File: config.mk
export PLATFORM = sky130hd
export DESIGN_NAME = recovery_ctrl
export DESIGN_NICKNAME = d
export VERILOG_FILES = /design/src/rtl/recovery_ctrl_pkg.sv /design/src/rtl/bit_sync.sv /design/src/rtl/recovery_ctrl.sv
export SDC_FILE = /design/constraint.sdc
export NUM_CORES = 1
export LEC_CHECK = 0
export CORE_ASPECT_RATIO = 1.4
export CORE_MARGIN = 5
export CORE_UTILIZATION = 54
export CTS_CLUSTER_SIZE = 16
export DETAILED_ROUTE_END_ITERATION = 12
export DONT_BUFFER_PORTS = 1
export PLACE_DENSITY = 0.69
export SYNTH_ARGS = -nofsm -noshare
export SYNTH_HDL_FRONTEND = slang
export SYNTH_HIERARCHICAL = 1
export SYNTH_SLANG_ARGS = --single-unit
File: constraint.sdc
create_clock -name clk_2m -period 3.6 [get_ports clk_2m]
set_input_delay 0.54 -clock clk_2m [delete_from_list [all_inputs] [get_ports clk_2m]]
set_output_delay 0.54 -clock clk_2m [all_outputs]
set_load 0.1 [all_outputs]
File: src/rtl/recovery_ctrl_pkg.sv
// Shared state encoding, output widths and parameter defaults for the
// DPLL recovery controller.
package recovery_ctrl_pkg;

  localparam int FREQ_W = 14;
  localparam int CNT_W  = 8;

  localparam int GATE_CYCLES_DEF  = 2_000_000;
  localparam int LOCK_TIMEOUT_DEF = 200_000;
  localparam int LOCK_QUAL_DEF    = 64;
  localparam int RST_CYCLES_DEF   = 16;
  localparam int MAX_RETRY_DEF    = 3;

  localparam logic [2:0] ST_IDLE       = 3'd0;
  localparam logic [2:0] ST_RESET_DPLL = 3'd1;
  localparam logic [2:0] ST_ACQUIRE    = 3'd2;
  localparam logic [2:0] ST_MEASURE    = 3'd3;
  localparam logic [2:0] ST_FAULT      = 3'd4;

  localparam logic [FREQ_W-1:0] FREQ_MAX = '1;
  localparam logic [CNT_W-1:0]  CNT_MAX  = '1;

  // Clamp a raw edge count to what the display register can hold.
  function automatic logic [FREQ_W-1:0] sat_freq(input logic [31:0] v);
    if (v > 32'(FREQ_MAX)) return FREQ_MAX;
    else return v[FREQ_W-1:0];
  endfunction

endpackage

File: src/rtl/bit_sync.sv
// Two-flop synchroniser for a single asynchronous level into clk_2m.
module bit_sync (
  input  logic clk_2m,
  input  logic rst,
  input  logic d,
  output logic q
);

  logic meta;

  always_ff @(posedge clk_2m or posedge rst) begin
    if (rst) begin
      meta <= 1'b0;
      q    <= 1'b0;
    end else begin
      meta <= d;
      q    <= meta;
    end
  end

endmodule

File: src/rtl/recovery_ctrl.sv
// DPLL reset/acquire/measure sequencer with recovered-clock frequency meter.
//   state      | meaning
//   IDLE       | disabled, DPLL held in reset
//   RESET_DPLL | DPLL reset pulse of RST_CYCLES cycles
//   ACQUIRE    | DPLL released, qualifying lock or timing out
//   MEASURE    | locked, counting rec_clk edges over the gate window
//   FAULT      | retries exhausted, waits for enable low
module recovery_ctrl
  import recovery_ctrl_pkg::*;
#(
  parameter int GATE_CYCLES  = GATE_CYCLES_DEF,
  parameter int LOCK_TIMEOUT = LOCK_TIMEOUT_DEF,
  parameter int LOCK_QUAL    = LOCK_QUAL_DEF,
  parameter int RST_CYCLES   = RST_CYCLES_DEF,
  parameter int MAX_RETRY    = MAX_RETRY_DEF
) (
  input  logic              clk_2m,
  input  logic              rst,
  input  logic              enable,
  input  logic              locked_in,
  input  logic              rec_clk_in,
  output logic              dpll_rst_n,
  output logic [2:0]        state,
  output logic [FREQ_W-1:0] freq_hz,
  output logic              freq_valid,
  output logic              fault,
  output logic [CNT_W-1:0]  relock_cnt
);

  localparam int GATE_W  = $clog2(GATE_CYCLES + 1);
  localparam int QUAL_W  = $clog2(LOCK_QUAL + 1);
  localparam int TO_W    = $clog2(LOCK_TIMEOUT + 1);
  localparam int RSTC_W  = $clog2(RST_CYCLES + 1);
  localparam int RETRY_W = $clog2(MAX_RETRY + 1);

  localparam logic [GATE_W-1:0]  GATE_LAST  = GATE_W'(GATE_CYCLES - 1);
  localparam logic [QUAL_W-1:0]  QUAL_LAST  = QUAL_W'(LOCK_QUAL - 1);
  localparam logic [TO_W-1:0]    TO_LAST    = TO_W'(LOCK_TIMEOUT - 1);
  localparam logic [RSTC_W-1:0]  RSTC_LAST  = RSTC_W'(RST_CYCLES - 1);
  localparam logic [RETRY_W-1:0] RETRY_LIM  = RETRY_W'(MAX_RETRY);

  logic locked_s;
  logic rec_s;
  logic rec_prev;
  logic rec_edge;

  logic [GATE_W-1:0]  gate_cnt;
  logic [GATE_W-1:0]  edge_cnt;
  logic [GATE_W-1:0]  edge_total;
  logic [QUAL_W-1:0]  qual_cnt;
  logic [TO_W-1:0]    to_cnt;
  logic [RSTC_W-1:0]  rst_cnt;
  logic [RETRY_W-1:0] retry_cnt;
  logic [RETRY_W-1:0] retry_inc;

  logic       qual_done;
  logic       timeout;
  logic [2:0] state_nxt;

  bit_sync u_sync_locked (
    .clk_2m (clk_2m),
    .rst    (rst),
    .d      (locked_in),
    .q      (locked_s)
  );

  bit_sync u_sync_rec (
    .clk_2m (clk_2m),
    .rst    (rst),
    .d      (rec_clk_in),
    .q      (rec_s)
  );

  assign rec_edge   = rec_s & ~rec_prev;
  assign edge_total = edge_cnt + GATE_W'(rec_edge);
  assign qual_done  = locked_s && (qual_cnt == QUAL_LAST);
  assign timeout    = (to_cnt == TO_LAST);
  assign retry_inc  = retry_cnt + RETRY_W'(1);

  always_comb begin
    state_nxt = state;
    if (!enable) begin
      state_nxt = ST_IDLE;
    end else begin
      case (state)
        ST_IDLE:       state_nxt = ST_RESET_DPLL;
        ST_RESET_DPLL: if (rst_cnt == RSTC_LAST) state_nxt = ST_ACQUIRE;
        ST_ACQUIRE: begin
          // Qualification beats a coincident timeout.
          if (qual_done)
            state_nxt = ST_MEASURE;
          else if (timeout)
            state_nxt = (retry_inc == RETRY_LIM) ? ST_FAULT : ST_RESET_DPLL;
        end
        ST_MEASURE:    if (!locked_s) state_nxt = ST_RESET_DPLL;
        ST_FAULT:      state_nxt = ST_FAULT;
        default:       state_nxt = ST_IDLE;
      endcase
    end
  end

  always_ff @(posedge clk_2m or posedge rst) begin
    if (rst) begin
      state      <= ST_IDLE;
      dpll_rst_n <= 1'b0;
      freq_hz    <= '0;
      freq_valid <= 1'b0;
      fault      <= 1'b0;
      relock_cnt <= '0;
      rec_prev   <= 1'b0;
      gate_cnt   <= '0;
      edge_cnt   <= '0;
      qual_cnt   <= '0;
      to_cnt     <= '0;
      rst_cnt    <= '0;
      retry_cnt  <= '0;
    end else begin
      state      <= state_nxt;
      dpll_rst_n <= (state_nxt == ST_ACQUIRE) || (state_nxt == ST_MEASURE);
      fault      <= (state_nxt == ST_FAULT);
      freq_valid <= 1'b0;
      rec_prev   <= rec_s;

      if (!enable) begin
        gate_cnt <= '0;
        edge_cnt <= '0;
        qual_cnt <= '0;
        to_cnt   <= '0;
        rst_cnt  <= '0;
      end else begin
        case (state)
          ST_IDLE: begin
            rst_cnt   <= '0;
            retry_cnt <= '0;
          end
          ST_RESET_DPLL: begin
            rst_cnt  <= (rst_cnt == RSTC_LAST) ? '0 : rst_cnt + RSTC_W'(1);
            qual_cnt <= '0;
            to_cnt   <= '0;
          end
          ST_ACQUIRE: begin
            if (qual_done) begin
              retry_cnt <= '0;
              qual_cnt  <= '0;
              to_cnt    <= '0;
              gate_cnt  <= '0;
              edge_cnt  <= '0;
            end else if (timeout) begin
              retry_cnt <= retry_inc;
              qual_cnt  <= '0;
              to_cnt    <= '0;
            end else begin
              qual_cnt <= locked_s ? qual_cnt + QUAL_W'(1) : '0;
              to_cnt   <= to_cnt + TO_W'(1);
            end
          end
          ST_MEASURE: begin
            if (!locked_s) begin
              // Lock loss discards the window, even on its final cycle.
              if (relock_cnt != CNT_MAX) relock_cnt <= relock_cnt + CNT_W'(1);
              gate_cnt <= '0;
              edge_cnt <= '0;
            end else if (gate_cnt == GATE_LAST) begin
              freq_hz    <= sat_freq(32'(edge_total));
              freq_valid <= 1'b1;
              gate_cnt   <= '0;
              edge_cnt   <= '0;
            end else begin
              gate_cnt <= gate_cnt + GATE_W'(1);
              edge_cnt <= edge_total;
            end
          end
          default: begin
            gate_cnt <= '0;
            edge_cnt <= '0;
          end
        endcase
      end
    end
  end

endmodule

# After elaboration in Yosys (flattened, before gate mapping)
# Index checks and enable logic that the tools add are counted.
# word_totals
ff_bits,107
output_inout_bits,28
word_cells,91
input_bits,5
# classes
bitwise_logic,3
order_cmp,1
addsub,7
n_eq_ne,18
n_reduce_logical,9
n_mux,36
# op_table
cell,count
2-to-1 mux 21 bit,7
case mux 21 bit (3 select lines),2
2-to-1 mux 18 bit,3
case mux 18 bit (2 select lines),1
2-to-1 mux 7 bit,4
adder 21 x 1 -> 21 bit,1
adder 21 x 1 -> 21 bit (second input constant),1
equality test 21 bit (second input constant),1
greater-than comparator 21 x 14 -> 1 bit (second input constant),1
adder 18 x 1 -> 18 bit (second input constant),1
equality test 18 bit (second input constant),1
2-to-1 mux 3 bit,6
case mux 3 bit (5 select lines),1
2-to-1 mux 14 bit,1
case mux 7 bit (2 select lines),1
equality test 3 x 2 -> 1 bit (second input constant),4
2-to-1 mux 5 bit,2
case mux 5 bit (2 select lines),1
adder 8 x 1 -> 8 bit (second input constant),1
!= test 8 bit (second input constant),1
AND reduction 4 bit,2
adder 7 x 1 -> 7 bit (second input constant),1
equality test 7 x 6 -> 1 bit (second input constant),1
equality test 3 bit (second input constant),2
other kinds (20),27

# Depth between registers and ports, before layout
# logic_depth
depth_word,9
ltp_mapped,10
ltp_nobuf,9

# By module
# Netlist, hierarchy kept.
# modules_own_cells
mod,cells_per_inst,area_each_um2,n_inst,seq_area_each_um2
recovery_ctrl,568,5258.8,1,2577.5
bit_sync,3,53.8,2,50.0

# Least setup slack after synthesis
# No wires, ideal clock.
# synth_path
kind,register to register
start,reg state[1]
end,reg relock_cnt[5]
arrival_ps,2675
synth_period_minus_slack_ps,2833
stages_incl_launch_ff,8
n_path_buf,1
slack_ps,767
setup_ps,158
t_required_ps,3442
path_cell_list,dfrtp_1 > buf_2 > inv_1 > or4_1 > a31oi_1 > and4_1 > nand3_1 > xnor2_1
# synth_via
elab_chain_cells,2
# synth_lines
item,line_no,text
"start, declared",recovery_ctrl.sv:23,"output logic [2:0] state,"
"start signal, assigned",recovery_ctrl.sv:118,state <= state_nxt;
equality test 3 x 2 -> 1 bit,recovery_ctrl.sv:131,case (state)
AND reduction 4 bit (no line),-,
"end signal, assigned",recovery_ctrl.sv:160,if (relock_cnt != CNT_MAX) relock_cnt <= relock_cnt + CNT_W'(1);
"end, declared",recovery_ctrl.sv:27,output logic [CNT_W-1:0] relock_cnt
# No other way between the ends.
# A chain may end at the register's enable or synchronous reset.

# Worst setup path after layout
# layout_path
start,reg rec_prev
end,reg freq_hz[7]
# layout_via
elab_chain_cells,5
# layout_lines
item,line_no,text
"start, declared",recovery_ctrl.sv:44,logic rec_prev;
"start signal, assigned",recovery_ctrl.sv:122,rec_prev <= rec_s;
NOT 1 bit *,recovery_ctrl.sv:74,assign rec_edge = rec_s & ~rec_prev;
bitwise AND 1 bit *,recovery_ctrl.sv:74,
adder 21 x 1 -> 21 bit *,recovery_ctrl.sv:75,assign edge_total = edge_cnt + GATE_W'(rec_edge);
greater-than comparator 21 x 14 -> 1 bit,recovery_ctrl_pkg.sv:25,if (v > 32'(FREQ_MAX)) return FREQ_MAX;
2-to-1 mux 14 bit *,recovery_ctrl_pkg.sv:25,
"end signal, assigned",recovery_ctrl.sv:164,freq_hz <= sat_freq(32'(edge_total));
"end, declared",recovery_ctrl.sv:24,"output logic [FREQ_W-1:0] freq_hz,"
# Mark *: on every way between the ends. The rest lies on a longest branch, timed or not.

==> reports/metrics.yaml <==
outcome: "completed"
dieArea_mm2: 0.0121
worst-endpoint-arrival_ps: 3150
timing.critical_path.fanout_max: 14
start_util: 0.545
clock_insertion_delay_worst_skew_ps: 350
post_layout_net_count: 593
fp.dieH_um: 128
path_delay_family: "simple AND/OR/NAND/NOR gates"
syn-mean-instance-area_um2: 9.35
clock_tree.buffer_depth: 2
final.period_utilization: 0.823
grt_max_degree: 68
synth.cell_area_mm2: 0.00537
finalMaxSlewViolations: 0
dr_total_vias: 4139
power-per-cell-area_mw_per_mm2: 440
htreeDepth: 3
buffer_ports.inserted: 0
finalHoldViolations: 0
post-dp-hpwl_mm: 7.57
rsz0062_at_grt: "false"
postSynth.topFlopCell: "sky130_fd_sc_hd__dfrtp_1"
grtUsageTotal: 0.199
tightestPinTransition_ps: 959
maxClockFrequency_mhz: 337
path_cells: "nor2b_1 -> ha_1 -> ha_1 -> nand4_1 -> nor3_2 -> and3_1 -> o2111ai_2 -> nor4_4 -> a21oi_1"
routed_wl_mm: 10.9
ir_drop_mv: 0.397
setup_viol: 0
gp_congestion: 0.832
yosysTopAreaCellShare: 0.499
number_of_enable_type_register_cells_in_the_synthesized_netlist: 0
detail_route_antenna_nets: 0
vias_in_the_first_global_route: 4174
area_growth_pct: 9.16
sequential_to_total_area_share_from_yosys_stat: 0.499
clk_root_buffer_cell: "sky130_fd_sc_hd__clkbuf_16"
required_ps: 3780
grt_remaining_overflow: 0
cpPeakStageDelay_ps: 590
pin_count: 33
netlist.top_cell.by_area: "sky130_fd_sc_hd__dfrtp_1"
drtPass1Iterations: 5
finalHoldWorstSlack_ps: 215
placementRows: 43
antenna_cells: 0
post-synth-top-count-cell: "sky130_fd_sc_hd__dfrtp_1"
critical_path.n_buffers_inverters: 0
static-leakage-power_nw: 2.48
synth.top_cells.by_area: "sky130_fd_sc_hd__dfrtp_1 50%, sky130_fd_sc_hd__o21ai_0 5.5%, sky130_fd_sc_hd__nor2_1 4.7%, sky130_fd_sc_hd__nand2_1 3.8%, sky130_fd_sc_hd__xnor2_1 3.8%"
synth_cells: 574
fraction_of_final_layout_cells_sized_beyond_drive_strength_1: 0.0769
report.power.total_mw: 2.58
timing.final.crit_period_ps: 2960
synth.distinct_cells: 52
worst_path_max_delay_cell: "sky130_fd_sc_hd__nor4_4"
cts_tree: "yes"
hold_class: "in2async"
vias_per_instance: 5.75
timing_worst_setup_path_type: "reg2reg"
number_of_antenna_violations_at_the_first_check_in_global_routing: 0
avgRoutedWirePerCell_um: 15.2
crit_top_cell: "sky130_fd_sc_hd__ha_1"
tns_ps: 0
max_cap_violations: 0
fin_skew_ps: 9.57
post_route_drc_violation_count: 0
synth-seq-cells: 107
drt_iter0_markers: 235
final_core_util: 0.595
cts-buffers-inserted: 9
grt_pass1_wl_mm: 19.5
yosysWarningCount: 6
crit_path_start_kind: "flop"
max_slew_margin: 0.361
synth.net_count: 587
synth_commonest_cells: "107 x sky130_fd_sc_hd__dfrtp_1, 67 x sky130_fd_sc_hd__nor2_1, 59 x sky130_fd_sc_hd__o21ai_0"
postCtsSetupRepairBufs: 0
die_w_um: 94.3
clk_pin_slew_ps: 70
coreArea_mm2: 0.00985
async_flop_share: 1.00
clock-sinks: 107
critPathCaptureType: "flop"
cell usage in the layout (no fill, tap or decap), types with 4 or more instances in the layout:
master,synthesis,routed
sky130_fd_sc_hd__a21o_1,4,4
sky130_fd_sc_hd__a21oi_1,30,30
sky130_fd_sc_hd__a31oi_1,6,6
sky130_fd_sc_hd__and2_1,4,4
sky130_fd_sc_hd__and3_1,14,14
sky130_fd_sc_hd__and4_1,5,5
sky130_fd_sc_hd__buf_4,0,15
sky130_fd_sc_hd__clkbuf_16,0,9
sky130_fd_sc_hd__dfrtp_1,107,107
sky130_fd_sc_hd__ha_1,8,8
sky130_fd_sc_hd__inv_1,13,12
sky130_fd_sc_hd__nand2_1,54,54
sky130_fd_sc_hd__nand3_1,33,33
sky130_fd_sc_hd__nand4_1,16,16
sky130_fd_sc_hd__nor2_1,67,67
sky130_fd_sc_hd__nor2b_1,14,14
sky130_fd_sc_hd__nor3_1,18,18
sky130_fd_sc_hd__nor3b_1,5,5
sky130_fd_sc_hd__o21ai_0,59,59
sky130_fd_sc_hd__o31ai_1,10,10
sky130_fd_sc_hd__xnor2_1,23,23
sky130_fd_sc_hd__xor2_1,18,18
sequential cells by signal, summed over array words and instances, names as in the netlist:
| name | cells |
|---|---|
| relock_cnt | 8 |
| u_sync_locked/meta | 1 |
| freq_hz | 14 |
| qual_cnt | 7 |
| dpll_rst_n | 1 |
| u_sync_rec/q | 1 |
| retry_cnt | 2 |
| edge_cnt | 21 |
| rec_prev | 1 |
| state | 3 |
| u_sync_rec/meta | 1 |
| rst_cnt | 5 |
| fault | 1 |
| to_cnt | 18 |
| u_sync_locked/q | 1 |
| gate_cnt | 21 |
| freq_valid | 1 |
metrics by stage:
stage / setup slack, ps / cells / cell area [µm²]
floorplan: 356 / 574 / 5370
global placement: 806 / 703 / 5550
detailed placement: 641 / 703 / 5550
CTS: 637 / 720 / 5860
global route: 367 / 720 / 5860
finish: 636 / 720 / 5860
routing by layer:
metal / wire [µm] / track usage / up-vias
li1: - / - / 2039
met1: 4650 / 0.245 / 2040
met2: 5830 / 0.347 / 46
met3: 270 / 0.0388 / 14
met4: 156 / 0.0663 / 0
met5: 0 / 0 / -
layout make-up:
cell class,instances,area [µm²]
Fill cell,843,3990
Sequential cell,107,2680
Multi-Input combinational cell,433,2540
Clock buffer,10,229
Tap cell,135,169
Timing Repair Buffer,16,123
Clock inverter,6,72.6
Inverter,13,51.3
worst paths after layout:
path,from,end,slack (ps),depth (start not counted)
setup reg to reg,rec_prev,freq_hz[7],640,9
hold reg to reg,u_sync_locked/meta,u_sync_locked/q,350,0
setup / recovery,rec_prev,freq_hz[7],640,9
max in group asynchronous,rst,freq_hz[7],2600,2
min in group clk_2m,rec_clk_in,u_sync_rec/meta,220,0
hold / removal,rst,rst_cnt[3],220,1
where the power goes:
part | internal [mW] | switching [mW] | total (mW)
clock | 0.550 | 0.455 | 1.00
sequential | 1.23 | 0.128 | 1.36
combinational | 0.0482 | 0.170 | 0.218
total | 1.83 | 0.752 | 2.58
worst reg2reg max path, cell delays in order (launching register included):
cell and delay (ps):
sky130_fd_sc_hd__dfrtp_1 370, sky130_fd_sc_hd__nor2b_1 110, sky130_fd_sc_hd__ha_1 200, sky130_fd_sc_hd__ha_1 250, sky130_fd_sc_hd__nand4_1 250, sky130_fd_sc_hd__nor3_2 450
sky130_fd_sc_hd__and3_1 260, sky130_fd_sc_hd__o2111ai_2 140, sky130_fd_sc_hd__nor4_4 590, sky130_fd_sc_hd__a21oi_1 180
cell families after synthesis:
logic type               count (synthesis)  synth area share
AND/OR/NAND/NOR                        252             0.240
AO/OA/AOI/OAI                          130             0.142
flip-flops                             107             0.499
XOR/XNOR                                41            0.0669
buffers and inverters                   34            0.0291
adder cells (fa/ha/maj)                  8            0.0187
multiplexers                             2           0.00396
what timing repair did:
item	CTS	global route
endpoints found under the hold margin	4	0
resized for setup	0	0
hold buffers	1	0
(Power assumes the default switching activity.)
